`config.mk`:
```
export PLATFORM = sky130hd
export DESIGN_NAME = membus_arbiter_flat
export DESIGN_NICKNAME = d
export VERILOG_FILES = /design/src/rtl/membus_arbiter_pkg.sv /design/src/rtl/membus_arbiter_if.sv /design/src/rtl/membus_arbiter.sv /design/src/flat_wrapper.sv
export SDC_FILE = /design/constraint.sdc
export NUM_CORES = 1
export LEC_CHECK = 0
export CORE_ASPECT_RATIO = 1.2
export CORE_MARGIN = 2
export CORE_UTILIZATION = 45
export CTS_BUF_LIST = sky130_fd_sc_hd__clkbuf_16
export DETAILED_ROUTE_END_ITERATION = 10
export PLACE_DENSITY = 0.89
export SYNTH_ARGS = -nofsm -noshare
export SYNTH_HDL_FRONTEND = slang
export SYNTH_SLANG_ARGS = --single-unit
```
`constraint.sdc`:
```
create_clock -name clk -period 9.4 [get_ports clk]
set_clock_uncertainty 0.2 [all_clocks]
set_input_delay 1.88 -clock clk [delete_from_list [all_inputs] [get_ports clk]]
set_output_delay 1.88 -clock clk [all_outputs]
set_load 0.05 [all_outputs]
```
`src/rtl/membus_arbiter_pkg.sv`:
```
// Shared types and constants for the IF/MEM Wishbone arbiter.
package membus_arbiter_pkg;

    typedef enum logic [2:0] {
        ARB_IDLE   = 3'd0,
        ARB_BUSY_D = 3'd1,
        ARB_BUSY_I = 3'd2,
        ARB_HOLD_D = 3'd3,
        ARB_HOLD_I = 3'd4
    } arb_state_e;

    localparam int          IF_STALL_BIT  = 1;
    localparam int          MEM_STALL_BIT = 4;
    localparam logic [31:0] ZERO_WORD     = 32'h0;

    // Registered Wishbone request, held stable for the whole bus cycle
    typedef struct packed {
        logic [31:0] adr;
        logic [31:0] dat;
        logic        we;
        logic [3:0]  sel;
    } wb_req_t;

endpackage

```
`src/rtl/membus_arbiter_if.sv`:
```
// Pipeline-side request/response signals plus the Wishbone master port.
interface membus_arbiter_if;
    logic [5:0]  stall;
    logic        flush;
    logic        if_ce;
    logic [31:0] if_addr;
    logic [31:0] if_rdata;
    logic        mem_ce;
    logic        mem_we;
    logic [3:0]  mem_sel;
    logic [31:0] mem_addr;
    logic [31:0] mem_wdata;
    logic [31:0] mem_rdata;
    logic        stallreq_if;
    logic        stallreq_mem;
    logic        bus_timeout;
    logic [31:0] wb_adr_o;
    logic [31:0] wb_dat_o;
    logic        wb_we_o;
    logic [3:0]  wb_sel_o;
    logic        wb_cyc_o;
    logic        wb_stb_o;
    logic [31:0] wb_dat_i;
    logic        wb_ack_i;

    modport slave (
        input  stall, flush, if_ce, if_addr, mem_ce, mem_we, mem_sel, mem_addr, mem_wdata,
               wb_dat_i, wb_ack_i,
        output if_rdata, mem_rdata, stallreq_if, stallreq_mem, bus_timeout,
               wb_adr_o, wb_dat_o, wb_we_o, wb_sel_o, wb_cyc_o, wb_stb_o
    );

    modport master (
        output stall, flush, if_ce, if_addr, mem_ce, mem_we, mem_sel, mem_addr, mem_wdata,
               wb_dat_i, wb_ack_i,
        input  if_rdata, mem_rdata, stallreq_if, stallreq_mem, bus_timeout,
               wb_adr_o, wb_dat_o, wb_we_o, wb_sel_o, wb_cyc_o, wb_stb_o
    );
endinterface

```
`src/rtl/membus_arbiter.sv`:
```
// Shares one Wishbone master between instruction fetch and data access; MEM has priority,
// results are held across pipeline stalls and dropped when the access was flushed.
module membus_arbiter
    import membus_arbiter_pkg::*;
#(
    parameter int unsigned TIMEOUT_CYC = 255
) (
    input  logic              clk,
    input  logic              rst,
    membus_arbiter_if.slave   bus
);

    localparam logic [15:0] TMO_LAST = 16'(TIMEOUT_CYC - 1);

    arb_state_e  r_state, w_next;
    wb_req_t     r_req;
    logic        r_cyc, r_stb;
    logic [15:0] r_timer;
    logic        r_flush_seen, r_timeout;
    logic [31:0] r_dbuf, r_ibuf;

    logic        w_busy, w_done, w_expire, w_drop, w_issue_d, w_issue_i;
    logic [31:0] w_ack_data;

    assign w_busy     = (r_state == ARB_BUSY_D) || (r_state == ARB_BUSY_I);
    assign w_done     = w_busy && (bus.wb_ack_i || (r_timer == TMO_LAST));
    assign w_expire   = w_busy && !bus.wb_ack_i && (r_timer == TMO_LAST);
    assign w_drop     = r_flush_seen || bus.flush;
    assign w_issue_d  = (r_state == ARB_IDLE) && bus.mem_ce && !bus.flush;
    assign w_issue_i  = (r_state == ARB_IDLE) && !bus.mem_ce && bus.if_ce && !bus.flush;
    assign w_ack_data = bus.wb_ack_i ? bus.wb_dat_i : ZERO_WORD;

    always_ff @(posedge clk or posedge rst) begin
        if (rst) r_state <= ARB_IDLE;
        else     r_state <= w_next;
    end

    always_comb begin
        w_next = r_state;
        case (r_state)
            ARB_IDLE: begin
                if (w_issue_d)      w_next = ARB_BUSY_D;
                else if (w_issue_i) w_next = ARB_BUSY_I;
            end
            ARB_BUSY_D: if (w_done)
                w_next = (!w_drop && bus.stall[MEM_STALL_BIT]) ? ARB_HOLD_D : ARB_IDLE;
            ARB_BUSY_I: if (w_done)
                w_next = (!w_drop && bus.stall[IF_STALL_BIT]) ? ARB_HOLD_I : ARB_IDLE;
            ARB_HOLD_D: if (!bus.stall[MEM_STALL_BIT] || bus.flush) w_next = ARB_IDLE;
            ARB_HOLD_I: if (!bus.stall[IF_STALL_BIT] || bus.flush)  w_next = ARB_IDLE;
            default:    w_next = ARB_IDLE;
        endcase
    end

    // Stall requests and read data are combinational so the pipeline reacts in the ack cycle
    always_comb begin
        bus.stallreq_mem = 1'b0;
        bus.stallreq_if  = 1'b0;
        bus.mem_rdata    = ZERO_WORD;
        bus.if_rdata     = ZERO_WORD;
        case (r_state)
            ARB_IDLE: begin
                bus.stallreq_mem = w_issue_d;
                bus.stallreq_if  = bus.if_ce && !bus.flush;
            end
            ARB_BUSY_D: begin
                bus.stallreq_mem = !w_done;
                bus.stallreq_if  = bus.if_ce;
                if (w_done && !w_drop && !r_req.we) bus.mem_rdata = w_ack_data;
            end
            ARB_BUSY_I: begin
                bus.stallreq_if = bus.if_ce && !w_done;
                if (w_done && !w_drop) bus.if_rdata = w_ack_data;
            end
            ARB_HOLD_D: bus.mem_rdata = r_dbuf;
            ARB_HOLD_I: bus.if_rdata  = r_ibuf;
            default: ;
        endcase
        if (rst) begin
            bus.stallreq_mem = 1'b0;
            bus.stallreq_if  = 1'b0;
        end
    end

    always_ff @(posedge clk or posedge rst) begin
        if (rst) begin
            r_req        <= '0;
            r_cyc        <= 1'b0;
            r_stb        <= 1'b0;
            r_timer      <= 16'h0;
            r_flush_seen <= 1'b0;
            r_timeout    <= 1'b0;
            r_dbuf       <= ZERO_WORD;
            r_ibuf       <= ZERO_WORD;
        end else begin
            r_timeout <= w_expire;
            if (w_issue_d || w_issue_i) begin
                r_req        <= w_issue_d
                              ? wb_req_t'{bus.mem_addr, bus.mem_wdata, bus.mem_we, bus.mem_sel}
                              : wb_req_t'{bus.if_addr, ZERO_WORD, 1'b0, 4'hF};
                r_cyc        <= 1'b1;
                r_stb        <= 1'b1;
                r_timer      <= 16'h0;
                r_flush_seen <= 1'b0;
            end else if (w_done) begin
                r_cyc        <= 1'b0;
                r_stb        <= 1'b0;
                r_timer      <= 16'h0;
                r_flush_seen <= 1'b0;
                if (r_state == ARB_BUSY_D) r_dbuf <= (r_req.we || w_drop) ? ZERO_WORD : w_ack_data;
                else                       r_ibuf <= w_drop ? ZERO_WORD : w_ack_data;
            end else if (w_busy) begin
                r_timer <= r_timer + 16'd1;
                if (bus.flush) r_flush_seen <= 1'b1;
            end
        end
    end

    assign bus.wb_adr_o    = r_req.adr;
    assign bus.wb_dat_o    = r_req.dat;
    assign bus.wb_we_o     = r_req.we;
    assign bus.wb_sel_o    = r_req.sel;
    assign bus.wb_cyc_o    = r_cyc;
    assign bus.wb_stb_o    = r_stb;
    assign bus.bus_timeout = r_timeout;

endmodule
```
`src/flat_wrapper.sv`:
```
// flat-port wrapper written by rule: the top's interface ports become plain ports
module membus_arbiter_flat import membus_arbiter_pkg::*;
#(
    parameter int unsigned TIMEOUT_CYC = 255
)
  (clk, rst, bus_stall, bus_flush, bus_if_ce, bus_if_addr, bus_mem_ce, bus_mem_we, bus_mem_sel, bus_mem_addr, bus_mem_wdata, bus_wb_dat_i, bus_wb_ack_i, bus_if_rdata, bus_mem_rdata, bus_stallreq_if, bus_stallreq_mem, bus_bus_timeout, bus_wb_adr_o, bus_wb_dat_o, bus_wb_we_o, bus_wb_sel_o, bus_wb_cyc_o, bus_wb_stb_o);
  membus_arbiter_if bus_i ();
  input  logic clk;
  input  logic rst;
  input wire logic [$bits(bus_i.stall)-1:0] bus_stall;
  input wire logic [$bits(bus_i.flush)-1:0] bus_flush;
  input wire logic [$bits(bus_i.if_ce)-1:0] bus_if_ce;
  input wire logic [$bits(bus_i.if_addr)-1:0] bus_if_addr;
  input wire logic [$bits(bus_i.mem_ce)-1:0] bus_mem_ce;
  input wire logic [$bits(bus_i.mem_we)-1:0] bus_mem_we;
  input wire logic [$bits(bus_i.mem_sel)-1:0] bus_mem_sel;
  input wire logic [$bits(bus_i.mem_addr)-1:0] bus_mem_addr;
  input wire logic [$bits(bus_i.mem_wdata)-1:0] bus_mem_wdata;
  input wire logic [$bits(bus_i.wb_dat_i)-1:0] bus_wb_dat_i;
  input wire logic [$bits(bus_i.wb_ack_i)-1:0] bus_wb_ack_i;
  output wire logic [$bits(bus_i.if_rdata)-1:0] bus_if_rdata;
  output wire logic [$bits(bus_i.mem_rdata)-1:0] bus_mem_rdata;
  output wire logic [$bits(bus_i.stallreq_if)-1:0] bus_stallreq_if;
  output wire logic [$bits(bus_i.stallreq_mem)-1:0] bus_stallreq_mem;
  output wire logic [$bits(bus_i.bus_timeout)-1:0] bus_bus_timeout;
  output wire logic [$bits(bus_i.wb_adr_o)-1:0] bus_wb_adr_o;
  output wire logic [$bits(bus_i.wb_dat_o)-1:0] bus_wb_dat_o;
  output wire logic [$bits(bus_i.wb_we_o)-1:0] bus_wb_we_o;
  output wire logic [$bits(bus_i.wb_sel_o)-1:0] bus_wb_sel_o;
  output wire logic [$bits(bus_i.wb_cyc_o)-1:0] bus_wb_cyc_o;
  output wire logic [$bits(bus_i.wb_stb_o)-1:0] bus_wb_stb_o;
  assign bus_i.stall = bus_stall;
  assign bus_i.flush = bus_flush;
  assign bus_i.if_ce = bus_if_ce;
  assign bus_i.if_addr = bus_if_addr;
  assign bus_i.mem_ce = bus_mem_ce;
  assign bus_i.mem_we = bus_mem_we;
  assign bus_i.mem_sel = bus_mem_sel;
  assign bus_i.mem_addr = bus_mem_addr;
  assign bus_i.mem_wdata = bus_mem_wdata;
  assign bus_i.wb_dat_i = bus_wb_dat_i;
  assign bus_i.wb_ack_i = bus_wb_ack_i;
  assign bus_if_rdata = bus_i.if_rdata;
  assign bus_mem_rdata = bus_i.mem_rdata;
  assign bus_stallreq_if = bus_i.stallreq_if;
  assign bus_stallreq_mem = bus_i.stallreq_mem;
  assign bus_bus_timeout = bus_i.bus_timeout;
  assign bus_wb_adr_o = bus_i.wb_adr_o;
  assign bus_wb_dat_o = bus_i.wb_dat_o;
  assign bus_wb_we_o = bus_i.wb_we_o;
  assign bus_wb_sel_o = bus_i.wb_sel_o;
  assign bus_wb_cyc_o = bus_i.wb_cyc_o;
  assign bus_wb_stb_o = bus_i.wb_stb_o;
  membus_arbiter #(.TIMEOUT_CYC(TIMEOUT_CYC)) u_core (.clk(clk), .rst(rst), .bus(bus_i));
endmodule
```
# ---- After elaboration in Yosys (flattened, before gate mapping)
# Cells that the tools add are included.
dict set report op_classes {
  n_addsub 1
  n_eq_ne 10
  bitwise 2
  n_reduce_logical 37
  mux 30
}
# operator count
set op_table {}
lappend op_table {{2-to-1 mux 32 bit} 5}
lappend op_table {{one-hot mux 32 bit (2 select lines)} 2}
lappend op_table {{2-to-1 mux 69 bit} 1}
lappend op_table {{2-to-1 mux 16 bit} 3}
lappend op_table {{2-to-1 mux 3 bit} 7}
lappend op_table {{adder 16 x 1 -> 16 bit (second input constant)} 1}
lappend op_table {{== test 16 x 8 -> 1 bit (second input constant)} 1}
lappend op_table {{one-hot mux 3 bit (5 select lines)} 1}
lappend op_table {{logical AND 1 bit} 14}
lappend op_table {{logical NOT 1 bit} 8}
lappend op_table {{2-to-1 mux 1 bit} 8}
lappend op_table {{inequality test 2 x 1 -> 1 bit (second input constant)} 4}
lappend op_table {{logical OR 1 bit} 7}
lappend op_table {{== test 3 x 2 -> 1 bit (second input constant)} 2}
lappend op_table {{AND reduction 3 bit} 2}
lappend op_table {{nonzero test 3 bit} 2}
lappend op_table {{AND reduction 5 bit} 1}
lappend op_table {{== test 3 x 1 -> 1 bit (second input constant)} 1}
lappend op_table {{== test 3 bit (second input constant)} 1}
lappend op_table {{logical NOT 3 bit} 1}
lappend op_table {{inequality test 3 x 1 -> 1 bit (second input constant)} 1}
lappend op_table {{one-hot mux 1 bit (3 select lines)} 1}
lappend op_table {{2-to-1 mux 2 bit} 1}
lappend op_table {{inverter 1 bit} 2}
lappend op_table {{3 further kinds} 3}
dict set report totals {
  in_bits 145
  out_inout_bits 138
  ff_bits 155
}

# ---- Longest topological paths before layout
dict set report depth {
  word_depth 7
  ltp_mapped 9
  mapped_depth_nobuf 7
}

# ---- Least setup slack after synthesis
# Ideal clock, no wire load.
dict set report synth_path {
  path_kind {input port to output port}
  from {input bus_mem_ce}
  to {output bus_if_rdata[11]}
  stages 6
  t_required_ns 7.320
  arrival_time_ns 4.172
  path_slack_ns 3.148
  path_buffers 2
  path_cell_list {o21ba_2 -> and2_1 -> clkbuf_1 -> or4_1 -> buf_6 -> o21ai_0}
}
# item line_no
set synth_lines {}
lappend synth_lines {{from (decl)} flat_wrapper.sv:14} ;# input wire logic [$bits(bus_i.mem_ce)-1:0] bus_mem_ce;
lappend synth_lines {{to (decl)} flat_wrapper.sv:21} ;# output wire logic [$bits(bus_i.if_rdata)-1:0] bus_if_rdata;

# ---- Worst setup path in the final report
dict set report layout_path {
  from {input bus_wb_ack_i}
  to {output bus_mem_rdata[31]}
}
dict set report layout_between {
  elab_chain_len 6
  elab_cells_between_ends 7
  classes_between {3 x mux; 4 x reduce/logical}
}
# item line_no
set layout_lines {}
lappend layout_lines {{from (decl)} flat_wrapper.sv:20} ;# input wire logic [$bits(bus_i.wb_ack_i)-1:0] bus_wb_ack_i;
lappend layout_lines {{logical OR 1 bit} membus_arbiter.sv:26} ;# assign w_done = w_busy && (bus.wb_ack_i || (r_timer == TMO_LAST));
lappend layout_lines {{logical AND 1 bit} membus_arbiter.sv:26}
lappend layout_lines {{logical AND 1 bit (2 in a row)} membus_arbiter.sv:69} ;# if (w_done && !w_drop && !r_req.we) bus.mem_rdata = w_ack_data;
lappend layout_lines {{2-to-1 mux 32 bit *} membus_arbiter.sv:69}
lappend layout_lines {{one-hot mux 32 bit (2 select lines) *} membus_arbiter.sv:61} ;# case (r_state)
lappend layout_lines {{to (decl)} flat_wrapper.sv:22} ;# output wire logic [$bits(bus_i.mem_rdata)-1:0] bus_mem_rdata;
# Mark *: on every way between the ends. The rest lies on a longest branch, timed or not.

==> metrics.csv <==
stage,metric,value,unit
drt,routed_wl,21200,um
die,num_rows,50,
critical_path,r2r_setup_slack,6370,ps
clock_network,cts-hold-fix-buffers,0,
drt,antenna_left,0,
clock_network,cts_buffers,17,
timing,rsz0062_at_grt,false,
global_routing,grt_usage,0.253,
drt,wire_per_inst,18.6,um
critical_path,r2r_cells,7,
die,die_y,142,um
timing,period_share,0.770,
timing,setup_viol,0,
clock_network,h-tree-depth,4,
timing,fin_setup_tns,0,ps
power_and_ir_drop,power.share.clock,0.219,
yosys,synth_warnings,0,
finish,drive_gt1_frac,0.0781,
finish,final_core_util,0.683,
yosys,synthArstFlopShare,1.00,
timing,fmax,138,MHz
critical_path,critPathLaunch,bus_wb_ack_i,
clock_network,cts_setup_buffers,0,
placed_design,numPlacedInstances,1111,
critical_path,cp-start-kind,input port,
die,die-area,0.0169,mm2
timing,worstMarginPinSlew,1190,ps
placed_design,numPortBuffers,278,
drt,first_pass_iters,4,
power_and_ir_drop,power_density,294,mW/mm2
yosys,synth.avg_cell_area,10.7,um2
die,num_io_pins,283,
drt,via_per_inst,5.63,
finish,final-seq-area,0.00388,mm2
finish,antenna_cells,0,
yosys,synth_edf_count,0,
die,die_w,119,um
finish,design_area,0.0106,mm2
critical_path,worstSetupPathType,input port to output port,
finish,area_growth,49.3,%
hold_path,hp-class,flip-flop to flip-flop,
die,start_util,0.457,
finish,fillers,1162,
drt,drc_errors,0,
die,core_area,0.0156,mm2
drt,drt_iter0_drc,448,
yosys,yosys-top-cells-count,"dfrtp_1, nand2_1, a22o_1",
power_and_ir_drop,swShare,0.428,
critical_path,reg2reg_from,u_core.r_timer[0],
critical_path,reg2reg_to,u_core.r_ibuf[11],
yosys,synth.distinct_cells,47,
power_and_ir_drop,power.switching,1.34,mW
yosys,synth_top_area_cell,dfrtp_1,
clock_network,cts_root_buffer,clkbuf_16,
clock_network,cts_tree,built,
power_and_ir_drop,ir_drop,0.195,mV
finish,multi_input_area,0.00300,mm2
yosys,yosys-top-cells-area,"dfrtp_1, a22o_1, nand2_1",
clock_network,cts_resized,0,
global_routing,grt_max_degree,98,
yosys,yosys.cell_count.top_type,dfrtp_1,
yosys,synth-main-ff-cell,dfrtp_1,
power_and_ir_drop,p_leak,4.61,nW
yosys,syn_area,0.00713,mm2
global_routing,antenna_found_initial,1,
run_status,status,completed,
global_routing,grt_pass1_vias,6331,
yosys,yosys.area.top_type_share,0.544,
placed_design,place_area,0.0100,mm2
run,drv_cap,0,
finish,final_cells,1143,
drt,vias,6435,
timing,drv_slew,0,
power_and_ir_drop,power_frac_seq,0.339,
yosys,synth-seq-cells,155,
global_routing,grt_pass1_wl,33400,um
global_routing,grt_overflow_total,0,
finish,fin_nets,1069,
critical_path,critPathRequiredTime,7320,ps
timing,hold_viol,0,
critical_path,arrival,5160,ps
critical_path,crit_end,bus_mem_rdata[31],
yosys,synth-seq-area-share,0.544,
critical_path,worst_setup_path_end_kind,output port,
clock_network,cts_sinks,155,
critical_path,cp_max_fo,43,
clock_network,clock_path_buffers,2,
placed_design,hpwl,15000,um
clock_network,clkTransAtPathRegs,60,ps
power_and_ir_drop,combPwrFrac,0.442,
power_and_ir_drop,p_int,1.79,mW
placed_design,gp_congestion,0.828,
yosys,syn_nets,816,
timing,fin_crit,7240,ps
timing,relSlewSlack,0.203,
yosys,synthCells,669,
clock_network,clock_latency,420,ps
==> cells by family (layout without fill, tap and decap cells) <==
kind of cell	count (synthesis)	in the layout	synth area share
and+or+nand+nor	170	170	0.110
AOI/OAI and AO/OA	245	245	0.254
DFF	155	155	0.544
muxes	36	36	0.0509
buffers and inverters	61	327	0.0378
adders and majority gates	2	2	0.00351
==> metrics by stage <==
step	setup slack, ps	power [mW]	hold WS (ps)
2_1_floorplan	3140	1.94	250
3_3_place_gp	2200	2.41	260
3_5_place_dp	2180	2.45	265
4_1_cts	2170	3.14	280
5_1_grt	2000	3.27	296
6_report	2160	3.13	277
==> worst min path at each step <==
stage	from	cells after the start	to	slack (ps)
6_report	u_core.bus.wb_adr_o[31]	2	u_core.bus.wb_adr_o[31]	280
5_1_grt	u_core.r_ibuf[14]	2	u_core.r_ibuf[14]	300
4_1_cts	u_core.r_ibuf[14]	2	u_core.r_ibuf[14]	280
3_5_place_dp	u_core.r_ibuf[14]	2	u_core.r_ibuf[14]	270
3_3_place_gp	u_core.bus.wb_adr_o[21]	2	u_core.bus.wb_adr_o[21]	260
2_1_floorplan	u_core.r_dbuf[11]	2	u_core.r_dbuf[11]	250
==> flip-flops by register name (all words and copies together), names as in the netlist <==
register and flops:
u_core.bus.wb_adr_o 32, u_core.bus.wb_dat_o 32, u_core.r_dbuf 32, u_core.r_ibuf 32, u_core.r_timer 16, u_core.bus.wb_sel_o 4
u_core.r_state 3, u_core.bus.bus_timeout 1, u_core.bus.wb_stb_o 1, u_core.bus.wb_we_o 1, u_core.r_flush_seen 1
==> power groups by stage <==
stage / Combinational (mW) / Sequential, mW / Clock [mW]
2_1_floorplan: 0.461 / 1.48 / 0
3_5_place_dp: 1.39 / 1.06 / 0
6_report: 1.38 / 1.06 / 0.684
3_3_place_gp: 1.36 / 1.05 / 0
5_1_grt: 1.46 / 1.09 / 0.723
4_1_cts: 1.39 / 1.06 / 0.695
==> layout by cell type, fill, tap and decap left out, drive strengths merged, types with 3 or more instances in the layout <==
cell type / n
o21ai: 83
clkbuf: 17
inv: 8
a31oi: 15
or4: 3
dfrtp: 155
a22o: 97
and3: 5
nand2: 109
o22a: 4
mux2i: 34
nand3: 6
nor2: 16
a32o: 24
clkinv: 5
a21oi: 15
clkdlybuf4s50: 278
nor3: 6
nand2b: 4
buf: 13
clkinvlp: 4
nor4: 5
==> metal layers <==
layer	up-vias	global-route usage	routed length [um]	part of all wire
met1	3096	0.316	8520	0.40
li1	2996	-	-	-
met3	55	0.0711	1440	0.068
met5	-	0	11	0.00052
met4	2	0.118	821	0.039
met2	286	0.409	10400	0.49
==> critical path: stages <==
cell and delay (ps):
clkdlybuf4s50_1 460, buf_4 400, and3_1 1020, a22oi_1 280
nor3_1 230, clkdlybuf4s50_1 870
==> area by class of cell <==
type | instances | share of cell area
Tap cell | 208 | 0.0245
Clock buffer | 17 | 0.0400
Timing Repair Buffer | 291 | 0.271
Inverter | 4 | 0.00188
Multi-Input combinational cell | 453 | 0.282
Sequential cell | 155 | 0.365
Clock inverter | 15 | 0.0156
Note: power is estimated with default switching activity, not from simulation.
